$ cat src/rtl/tvm_mmap_pkg.sv
// Shared types and helpers for the mmap copy engine: FSM state encoding and
// the length clamp limit derived from the mmap offset width.
package tvm_mmap_pkg;

  typedef enum logic [1:0] {
    IDLE  = 2'd0,
    RUN   = 2'd1,
    DRAIN = 2'd2,
    DONE  = 2'd3
  } state_t;

  // Largest copy length an mmap region with 'aw' offset bits can hold.
  function automatic int unsigned len_max(input int unsigned aw);
    return 32'd1 << aw;
  endfunction

endpackage

$ cat src/rtl/tvm_mmap_copy_engine_addr_gen.sv
// Offset sequencer: read offset counter, remaining-unit counter and the
// one-cycle delay stage that turns read issues into write address/enable.
module tvm_mmap_addr_gen
  import tvm_mmap_pkg::*;
#(
  parameter int ADDR_WIDTH = 8
) (
  input  logic                  clk,
  input  logic                  rst,
  input  logic                  i_load,
  input  logic [ADDR_WIDTH:0]   i_len,
  input  logic                  i_issue,
  input  logic                  i_kill,
  output logic [ADDR_WIDTH-1:0] o_rd_addr,
  output logic                  o_last,
  output logic [ADDR_WIDTH-1:0] o_wr_addr,
  output logic                  o_wr_en
);

  logic [ADDR_WIDTH-1:0] r_rd_addr;
  logic [ADDR_WIDTH:0]   r_remain;
  logic [ADDR_WIDTH-1:0] r_wr_addr;
  logic                  r_wr_en;

  always_ff @(posedge clk or negedge rst) begin
    if (!rst) begin
      r_rd_addr <= '0;
      r_remain  <= '0;
      r_wr_addr <= '0;
      r_wr_en   <= 1'b0;
    end else begin
      if (i_load) begin
        r_rd_addr <= '0;
        r_remain  <= i_len;
      end else if (i_issue) begin
        r_rd_addr <= r_rd_addr + ADDR_WIDTH'(1);
        r_remain  <= r_remain - (ADDR_WIDTH + 1)'(1);
      end
      // A cancelled copy must not write the offset issued on the abort cycle.
      r_wr_en   <= i_issue && !i_kill;
      r_wr_addr <= r_rd_addr;
    end
  end

  assign o_rd_addr = r_rd_addr;
  assign o_last    = (r_remain == (ADDR_WIDTH + 1)'(1));
  assign o_wr_addr = r_wr_addr;
  assign o_wr_en   = r_wr_en;

endmodule

$ cat src/rtl/tvm_mmap_copy_engine.sv
// Block copy engine driving a read-only and a write-only mmap port.
// Optional running checksum of written data: define TVM_MMAP_COPY_CHECKSUM_EN.
module tvm_mmap_copy_engine
  import tvm_mmap_pkg::*;
#(
  parameter int DATA_WIDTH      = 8,
  parameter int ADDR_WIDTH      = 8,
  parameter int BASE_ADDR_WIDTH = 32
) (
  input  logic                       clk,
  input  logic                       rst,
  input  logic                       start,
  input  logic                       abort,
  input  logic [BASE_ADDR_WIDTH-1:0] src_base,
  input  logic [BASE_ADDR_WIDTH-1:0] dst_base,
  input  logic [ADDR_WIDTH:0]        len,
  output logic                       busy,
  output logic                       done,
  output logic [ADDR_WIDTH-1:0]      rd_addr,
  input  logic [DATA_WIDTH-1:0]      rd_data,
  output logic [BASE_ADDR_WIDTH-1:0] rd_mmap_addr,
  output logic [ADDR_WIDTH-1:0]      wr_addr,
  output logic [DATA_WIDTH-1:0]      wr_data,
  output logic                       wr_en,
  output logic [BASE_ADDR_WIDTH-1:0] wr_mmap_addr,
  output logic [1:0]                 o_dbg_state
`ifdef TVM_MMAP_COPY_CHECKSUM_EN
  ,
  output logic [DATA_WIDTH-1:0]      checksum
`endif
);

  localparam logic [ADDR_WIDTH:0] LEN_MAX = (ADDR_WIDTH + 1)'(len_max(ADDR_WIDTH));

  // Control protocol: start is a one-cycle request honoured only in IDLE;
  // done is a one-cycle completion pulse; busy covers RUN and DRAIN.
  state_t                     r_state;
  logic                       r_busy;
  logic                       r_done;
  logic [BASE_ADDR_WIDTH-1:0] r_rd_base;
  logic [BASE_ADDR_WIDTH-1:0] r_wr_base;

  logic [ADDR_WIDTH:0]        w_len_clamped;
  logic                       w_accept;
  logic                       w_issue;
  logic                       w_kill;
  logic                       w_last;
  logic                       w_wr_en;

  assign w_len_clamped = (len > LEN_MAX) ? LEN_MAX : len;
  assign w_accept      = (r_state == IDLE) && start;
  assign w_issue       = (r_state == RUN);
  assign w_kill        = abort && ((r_state == RUN) || (r_state == DRAIN));

  tvm_mmap_addr_gen #(
    .ADDR_WIDTH(ADDR_WIDTH)
  ) u_addr_gen (
    .clk      (clk),
    .rst      (rst),
    .i_load   (w_accept),
    .i_len    (w_len_clamped),
    .i_issue  (w_issue),
    .i_kill   (w_kill),
    .o_rd_addr(rd_addr),
    .o_last   (w_last),
    .o_wr_addr(wr_addr),
    .o_wr_en  (w_wr_en)
  );

  always_ff @(posedge clk or negedge rst) begin
    if (!rst) begin
      r_state   <= IDLE;
      r_busy    <= 1'b0;
      r_done    <= 1'b0;
      r_rd_base <= '0;
      r_wr_base <= '0;
    end else begin
      r_done <= 1'b0;
      case (r_state)
        IDLE: begin
          if (start) begin
            r_rd_base <= src_base;
            r_wr_base <= dst_base;
            if (w_len_clamped == '0) begin
              r_state <= DONE;
              r_done  <= 1'b1;
            end else begin
              r_state <= RUN;
              r_busy  <= 1'b1;
            end
          end
        end
        RUN: begin
          if (abort) begin
            r_state <= IDLE;
            r_busy  <= 1'b0;
          end else if (w_last) begin
            r_state <= DRAIN;
          end
        end
        DRAIN: begin
          r_busy <= 1'b0;
          if (abort) begin
            r_state <= IDLE;
          end else begin
            r_state <= DONE;
            r_done  <= 1'b1;
          end
        end
        DONE: begin
          r_state <= IDLE;
        end
        default: begin
          r_state <= IDLE;
          r_busy  <= 1'b0;
        end
      endcase
    end
  end

`ifdef TVM_MMAP_COPY_CHECKSUM_EN
  logic [DATA_WIDTH-1:0] r_checksum;

  always_ff @(posedge clk or negedge rst) begin
    if (!rst) begin
      r_checksum <= '0;
    end else if (w_accept) begin
      r_checksum <= '0;
    end else if (w_wr_en) begin
      r_checksum <= r_checksum + rd_data;
    end
  end

  assign checksum = r_checksum;
`endif

  assign busy         = r_busy;
  assign done         = r_done;
  assign wr_en        = w_wr_en;
  assign wr_data      = rd_data;
  assign rd_mmap_addr = r_rd_base;
  assign wr_mmap_addr = r_wr_base;
  assign o_dbg_state  = r_state;

endmodule

$ cat config.mk
export PLATFORM = sky130hd
export DESIGN_NAME = tvm_mmap_copy_engine
export DESIGN_NICKNAME = d
export VERILOG_FILES = /design/src/rtl/tvm_mmap_pkg.sv /design/src/rtl/tvm_mmap_copy_engine_addr_gen.sv /design/src/rtl/tvm_mmap_copy_engine.sv
export SDC_FILE = /design/constraint.sdc
export NUM_CORES = 1
export LEC_CHECK = 0
export BUFFER_PORTS_ARGS = -buffer_cell sky130_fd_sc_hd__buf_2
export CORE_MARGIN = 10
export CORE_UTILIZATION = 39
export DETAILED_ROUTE_END_ITERATION = 16
export HOLD_SLACK_MARGIN = 0.03
export PLACE_DENSITY = 0.69
export SYNTH_ARGS = -nofsm -noshare
export SYNTH_HDL_FRONTEND = slang
export SYNTH_SLANG_ARGS = --single-unit
export TNS_END_PERCENT = 30
$ cat constraint.sdc
create_clock -name clk -period 3 [get_ports clk]
set_clock_uncertainty 0.05 [all_clocks]
set_input_delay 0.6 -clock clk [delete_from_list [all_inputs] [get_ports clk]]
set_output_delay 0.6 -clock clk [all_outputs]
set_load 0.1 [all_outputs]
==> run summary, run 1 <==
Outcome = complete, no violations
Die X = 119.4 µm
CTS tree = done
Fraction of registers with async set or reset after synthesis = 100.0%
Top_reg_cell synth = dfrtp_1
Area share of the largest cell type after synthesis = 61.08%
Worst path required time = 3.17 ns
I/O pins = 178
CTS Root Cell = clkbuf_8
Max-cap violations = 0
Total Wirelength = 10.26 mm
Worst Path Buf+Inv = 1
Setup TNS Final = 0 ns
CORE AREA = 9684 µm²
Simple-gate portion of the synthesized area = 24.40%
CTS max path bufs = 2
First-iteration detailed-routing DRC count = 214
Cell Chain, Critical Path = inv_1, ha_1, nand3b_1, nor4_1, xnor2_1, a21oi_1
First-pass GRT wire length = 17.08 mm
Starting Density = 39.77%
Slowest CP cell = ha_1
Largest family of logic cells by synthesized area = simple AND/OR/NAND/NOR gates
Initial antenna violation count = 0
Endpoints failing setup = 0
PortBufs = 161
Final hold violations = 0
Synthesized area = 3851 µm²
Crit-path max FO = 16
HPWL after DPL = 7.652 mm
WP data arrival = 2.26 ns
# rows = 36
Post-route clock period utilization = 69.62%
Yosys reg bits = 94
Total grt overflow = 0
# clock sinks = 94
Area Growth Syn to Fin = 28.10%
Setup crit end kind = flop
Final net count = 656
Leading area contributor after synthesis = dfrtp_1
EDFF count, synth = 0
Family with the most delay on the worst path = adder cells
Min-Delay Path Class = in -> async
Setup Fix Bufs, Post-CTS = 0
Startpoint types = flop
Syn Area/Cell = 9.348 µm²
Total CTS buffers = 9
Clock Pin Slew Worst Setup and Hold Paths = 0.09 ns
N_diodes = 0
Area of the multi-input gates = 1346 µm²
Sequential share of the synthesized area = 61.08%
Drt first pass iters = 4
Pin count of the biggest net entering global routing = 58
Via/cell ratio = 4.525
Syn Nets = 505
Die area = 14250 µm²
Mux share of post-synthesis cell area = 0.8122%
Post-CTS sizing = 0
Hold-fix buffers, CTS = 0
Reg area = 2352 µm²
Synth top area cells = dfrtp_1 (61%), nand2_1 (20%), ha_1 (2.6%), a21oi_1 (2.2%), xnor2_1 (1.8%)
Most frequent cells in the layout = nand2_1 (200), buf_2 (160), dfrtp_1 (94), a21oi_1 (17), nor2_1 (13)
RSZ-0062 raised after global routing = false
Synth Instances = 412
Post-synthesis xor/xnor area fraction = 2.956%
Slew Viols, Final = 0
Commonest non-fill, non-tap cell in the layout = nand2_1
Detailed-route wire length per cell = 14.63 µm
Placer Congestion = 0.8442
Fin crit period = 2.088 ns
GRT Overall Usage = 14.55%
Antenna Nets Post-Route = 0
Via count = 3172
Synth Area in Compound Gates = 4.094%
Post-synth cell types = 33
Layout fillers = 913
Clock latency on the worst-skew pair = 0.35 ns
Share of cells above drive strength 1 = 32.75%
Setup CP Type = reg -> reg
Worst-margin pin slew = 0.6596 ns
Max stage delay on crit path = 0.55 ns
H-tree depth = 3
Worst rel slew slack = 56.02%
Number of global-route vias before repair = 3356
Residual DRC = 0
Adder-cell area share of the yosys netlist = 2.599%
Peak Freq = 478.8 MHz
DIE HEIGHT = 119.4 µm
Synth Warn # = 0
-- metrics by stage --
step | worst slack, ns | hold slack (ns) | std cells | area [µm²] | util, %
detailed placement | 0.9290 | 0.3585 | 685 | 4758 | 49.13
CTS | 0.9172 | 0.2298 | 701 | 4933 | 50.94
finish | 0.9115 | 0.2117 | 701 | 4933 | 50.94
global placement | 0.9999 | 0.3705 | 685 | 4758 | 49.13
global route | 0.7120 | 0.2330 | 701 | 4933 | 50.94
floorplan | 0.7388 | 0.2544 | 412 | 3851 | -
-- state kept, by name, indices dropped and copies added (netlist names) --
signal,count
u_addr_gen.o_wr_en,1
u_addr_gen.r_remain,9
u_addr_gen.o_wr_addr,8
wr_mmap_addr,32
done,1
busy,1
o_dbg_state,2
u_addr_gen.o_rd_addr,8
rd_mmap_addr,32
-- cell type report --
class	count	share of cell area (%)
flip-flops and latches	94	47.68
multi-input cells	285	27.29
repair buffers	165	17.50
well taps	133	3.373
clock buffers	11	2.866
clock inverters	5	0.6848
inverters	8	0.6087
-- kinds of logic after synthesis --
| group | after synthesis |
|---|---|
| xor gates and xnor gates | 13 |
| and+or+nand+nor | 233 |
| AOI/OAI and AO/OA | 28 |
| muxes | 3 |
| DFF | 94 |
| adders and majority gates | 8 |
| buffers and inverters | 33 |
-- worst paths after layout --
kind / end / cells past startpoint / slack (ns) / from
worst max-delay path: u_addr_gen.r_remain[6] / 6 / 0.91 / o_dbg_state[1]
max in group asynchronous: wr_mmap_addr[9] / 2 / 2.03 / rst
worst min register to register: u_addr_gen.o_wr_addr[7] / 0 / 0.39 / u_addr_gen.o_rd_addr[7]
worst max register to register: u_addr_gen.r_remain[6] / 6 / 0.91 / o_dbg_state[1]
worst min-delay path: wr_mmap_addr[21] / 1 / 0.21 / rst
min in group clk: u_addr_gen.o_wr_en / 2 / 0.37 / abort
-- metal layers --
metal	share of wire, %	track usage (%)	wire [µm]
met1	42	17.10	4312
met4	0.85	5.279	87
met5	0	0	0
met2	48	23.06	4911
met3	9.2	6.566	948
-- cell usage after synthesis, types with 2 or more instances --
master,number
nand2_1,201
a21oi_1,17
buf_4,8
o21ai_0,2
nand4_1,3
inv_1,8
clkbuf_1,10
mux2i_1,2
buf_2,2
dfrtp_1,94
nor4_1,2
nor2_1,13
a31oi_1,2
o21ai_1,3
nand3_1,4
xor2_1,5
ha_1,8
nor3_1,2
buf_1,5
xnor2_1,8
Power of run 1 is not shown: default switching activity piles up to over one toggle a cycle in this logic, so the estimate is an artifact.
==> run 2: changes to the inputs <==
- PLACE_DENSITY: 0.69 -> 0.71
- clock period: 3 -> 1.7 ns (I/O delays scaled with it)
==> run summary, run 2 (synthesized netlist as in run 1, its figures left out) <==
Fin crit period = 1.645 ns
Worst Setup EP = o_dbg_state[1]
Worst Path Buf+Inv = 0
Drt first pass iters = 4
# rows = 36
Family with the most delay on the worst path = simple AND/OR/NAND/NOR gates
WP depth = 4
GR Util met3 = 6.377%
Setup CP Type = reg -> reg
Die area = 14250 µm²
Fin area = 5116 µm²
Area Growth Syn to Fin = 32.85%
PortBufs = 161
Peak Freq = 608.0 MHz
Worst rel slew slack = 65.48%
CTS max path bufs = 2
Commonest non-fill, non-tap cell in the layout = nand2_1
Setup TNS Final = 0 ns
Reg2reg end = o_dbg_state[1]
Worst-margin pin slew = 0.5214 ns
Max-cap violations = 0
Initial antenna violation count = 0
Post-route clock period utilization = 96.75%
Finished Core Util = 52.83%
Clock Pin Slew Worst Setup and Hold Paths = 0.10 ns
Placed Area = 4865 µm²
CORE AREA = 9684 µm²
I/O pins = 178
Detailed-route wire length per cell = 14.40 µm
Cells on worst reg2reg path = 4
Clock latency on the worst-skew pair = 0.35 ns
Min-Delay Path Class = in -> reg
Number of global-route vias before repair = 3361
CTS Root Cell = clkbuf_8
WP data arrival = 1.84 ns
Most frequent cells in the layout = nand2_1 (200), buf_2 (159), dfrtp_1 (86), a21oi_1 (17), nor2_1 (13)
Met1 usage = 17.01%
Die X = 119.4 µm
Slowest CP cell = dfrtp_1
Worst path required time = 1.90 ns
Final hold violations = 0
Outcome = complete, no violations
CTS tree = done
N_diodes = 0
Total Wirelength = 10.26 mm
Cell Chain, Critical Path = nor4_4, nand4b_1, a31oi_2, mux2_1
Setup crit end kind = flop
Total grt overflow = 0
H-tree depth = 3
# clock sinks = 94
Residual DRC = 0
First-iteration detailed-routing DRC count = 174
Starting Density = 39.77%
Layout fillers = 903
Routing usage on met2 = 22.99%
Via/cell ratio = 4.480
Max stage delay on crit path = 0.43 ns
Crit path from = u_addr_gen.r_remain[6]
Slew Viols, Final = 0
Share of cells above drive strength 1 = 36.44%
Worst reg2reg startpoint = u_addr_gen.r_remain[6]
Total CTS buffers = 9
Placer Congestion = 0.8017
First-pass GRT wire length = 16.81 mm
DIE HEIGHT = 119.4 µm
Antenna Nets Post-Route = 0
Startpoint types = flop
HPWL after DPL = 7.726 mm
Via count = 3190
Final net count = 667
Endpoints failing setup = 0
GRT Overall Usage = 14.31%
Busiest grt layer = met2
Worst reg2reg setup slack = 0.06 ns
RSZ-0062 raised after global routing = true
Worst hold-check slack = 0.1128 ns
Pin count of the biggest net entering global routing = 95
Crit-path max FO = 3
[run 2: area by class of cell]
type,count,area (µm²),area share [%]
Sequential cell,94,2367,46.27
Multi-Input combinational cell,285,1393,27.22
Timing Repair Buffer,176,967.2,18.90
Tap cell,133,166.4,3.253
Clock buffer,11,151.4,2.959
Clock inverter,5,41.29,0.8070
Inverter,8,30.03,0.5869
[run 2: layer usage]
metal / share of wire [%] / wire length (µm) / up-vias
li1: - / - / 1604
met1: 43 / 4449 / 1481
met2: 47 / 4808 / 97
met3: 8.9 / 909 / 8
met4: 0.87 / 89 / 0
met5: 0 / 0 / -
[run 2: worst min path at each step]
stage / to / cells after the start / from / slack [ns]
final: wr_mmap_addr[13] / 3 / dst_base[13] / 0.11
after global routing: wr_mmap_addr[22] / 3 / dst_base[22] / 0.1
after CTS: wr_mmap_addr[13] / 3 / dst_base[13] / 0.09
after detailed placement: u_addr_gen.o_wr_addr[7] / 0 / u_addr_gen.o_rd_addr[7] / 0.35
after global placement: u_addr_gen.o_wr_addr[7] / 0 / u_addr_gen.o_rd_addr[7] / 0.36
after floorplan: busy / 0 / rst / -0.006
[run 2: through the flow]
stage	std cells	setup WS, ns
2_1_floorplan	412	-0.03531
3_3_place_gp	693	0.03198
3_5_place_dp	693	-0.01087
4_1_cts	710	0.01950
5_1_grt	712	-0.03218
6_report	712	0.05522
[run 2: timing repair]
item,in CTS,in global routing
hold buffers,1,0
buffers inserted,0,2
setup endpoints to repair,3,11
pin swaps,0,1
hold endpoints to repair,94,0
gates resized for setup,2,5
[run 2: tightest hold or removal path, stage by stage]
cell and delay [ns]:
buf_2 0.07, nand2_1 0.04, nand2_1 0.04
Power of run 2 is left out for the same reason.
==> run 3: changes to the inputs <==
- BUFFER_PORTS_ARGS: -buffer_cell sky130_fd_sc_hd__buf_2 -> not set
- DONT_BUFFER_PORTS: not set -> 1
- PLACE_DENSITY: 0.71 -> not set
==> run summary, run 3 (synthesized netlist as in run 1, its figures left out) <==
Area Growth Syn to Fin = 41.75%
Share of cells above drive strength 1 = 23.92%
Die area = 14250 µm²
WP data arrival = 1.89 ns
Residual DRC = 0
Total CTS buffers = 9
Slowest CP cell = dfrtp_2
First-pass GRT wire length = 18.11 mm
Final hold violations = 94
Min-Delay Path Class = in -> async
HPWL after DPL = 7.489 mm
Placer Congestion = 0.7952
PortBufs = 0
First-iteration detailed-routing DRC count = 117
CTS tree = done
Layout fillers = 844
CORE AREA = 9684 µm²
Max-cap violations = 0
# rows = 36
Peak Freq = 586.7 MHz
I/O pins = 178
Hold-fix buffers, CTS = 54
Via count = 3244
Antenna Nets Post-Route = 0
Commonest non-fill, non-tap cell in the layout = nand2_1
Worst-margin pin slew = 0.4455 ns
Setup crit end kind = flop
Setup CP Type = reg -> reg
Cell Chain, Critical Path = nor4_4, nand4b_1, a31oi_2, mux2_1
CTS Root Cell = clkbuf_8
Number of global-route vias before repair = 3444
Worst hold-check slack = -0.3808 ns
Max stage delay on crit path = 0.45 ns
Clock latency on the worst-skew pair = 0.35 ns
Initial antenna violation count = 1
Slew Viols, Final = 0
Failing checks = negative hold slack, negative setup slack
Crit-path max FO = 3
Area of the multi-input gates = 1385 µm²
Reg area = 2367 µm²
Detailed-route wire length per cell = 16.04 µm
Startpoint types = flop
RSZ-0062 raised after global routing = true
Via/cell ratio = 4.701
Total grt overflow = 0
Outcome = finished with violations
Setup TNS Final = -0.004468 ns
DIE HEIGHT = 119.4 µm
GRT Overall Usage = 15.43%
Cells on worst reg2reg path = 4
CTS max path bufs = 2
Final net count = 644
Drt first pass iters = 4
Clock Pin Slew Worst Setup and Hold Paths = 0.10 ns
Starting Density = 39.77%
Worst path required time = 1.88 ns
Post-route clock period utilization = 100.3%
Fin crit period = 1.704 ns
Worst rel slew slack = 70.30%
Pin count of the biggest net entering global routing = 95
Total Wirelength = 11.07 mm
Endpoints failing setup = 1
Post-route setup slack = -0.004468 ns
H-tree depth = 3
# clock sinks = 94
Die X = 119.4 µm
Most frequent cells in the layout = nand2_1 (200), buf_4 (97), dfrtp_1 (86), dlygate4sd3_1 (54), a21oi_1 (17)
-- run 3: path summary, 6_finish.rpt --
check | from | endpoint | slack (ns)
worst max-delay path | u_addr_gen.r_remain[5] | o_dbg_state[1] | -0.004
worst min-delay path | rst | done | -0.38
worst max register to register | u_addr_gen.r_remain[5] | o_dbg_state[1] | -0.004
worst min register to register | u_addr_gen.o_rd_addr[1] | u_addr_gen.o_wr_addr[1] | 0.41
max in group asynchronous | rst | u_addr_gen.o_rd_addr[4] | 1.79
min in group clk | dst_base[15] | wr_mmap_addr[15] | 0.05
-- run 3: stage by stage --
| stage | std cells | utilization [%] | hold WS [ns] | worst slack (ns) | area [µm²] |
|---|---|---|---|---|---|
| 2_1_floorplan | 412 | - | -0.005591 | -0.03531 | 3891 |
| 3_3_place_gp | 616 | 48.27 | -0.002494 | 0.06948 | 4674 |
| 3_5_place_dp | 616 | 48.27 | -0.002370 | 0.0008663 | 4674 |
| 4_1_cts | 687 | 56.05 | -0.4107 | -0.001623 | 5428 |
| 5_1_grt | 690 | 56.37 | -0.4140 | -0.06579 | 5459 |
| 6_report | 690 | 56.37 | -0.3808 | -0.004468 | 5459 |
-- run 3: final cells by class --
| class | instances | area share [%] |
|---|---|---|
| Sequential cell | 94 | 43.36 |
| Inverter | 8 | 0.5959 |
| Timing Repair Buffer | 153 | 23.97 |
| Multi-Input combinational cell | 285 | 25.37 |
| Tap cell | 133 | 3.048 |
| Clock buffer | 10 | 2.338 |
| Antenna cell | 1 | 0.04584 |
| Clock inverter | 6 | 1.261 |
-- run 3: timing repair --
action,in CTS,in global routing
pin swaps,1,2
gates resized for setup,1,3
buffers inserted,1,2
gates cloned,0,0
endpoints found under the hold margin,148,94
endpoints found under the setup margin,3,12
-- run 3: routing by layer --
layer	part of all wire, %	global-route usage (%)	vias to the layer above
met5	0	0	-
met4	1.2	4.751	0
met3	12	8.314	11
met2	47	24.34	143
met1	39	17.73	1529
li1	-	-	1561
-- run 3: critical path, delay by kind of cell (launching register included) --
kind / cells / cell delay [ns]
simple gates: 2 / 0.46
mux: 1 / 0.35
flops: 1 / 0.45
compound gates: 1 / 0.27
Power of run 3 is left out for the same reason.
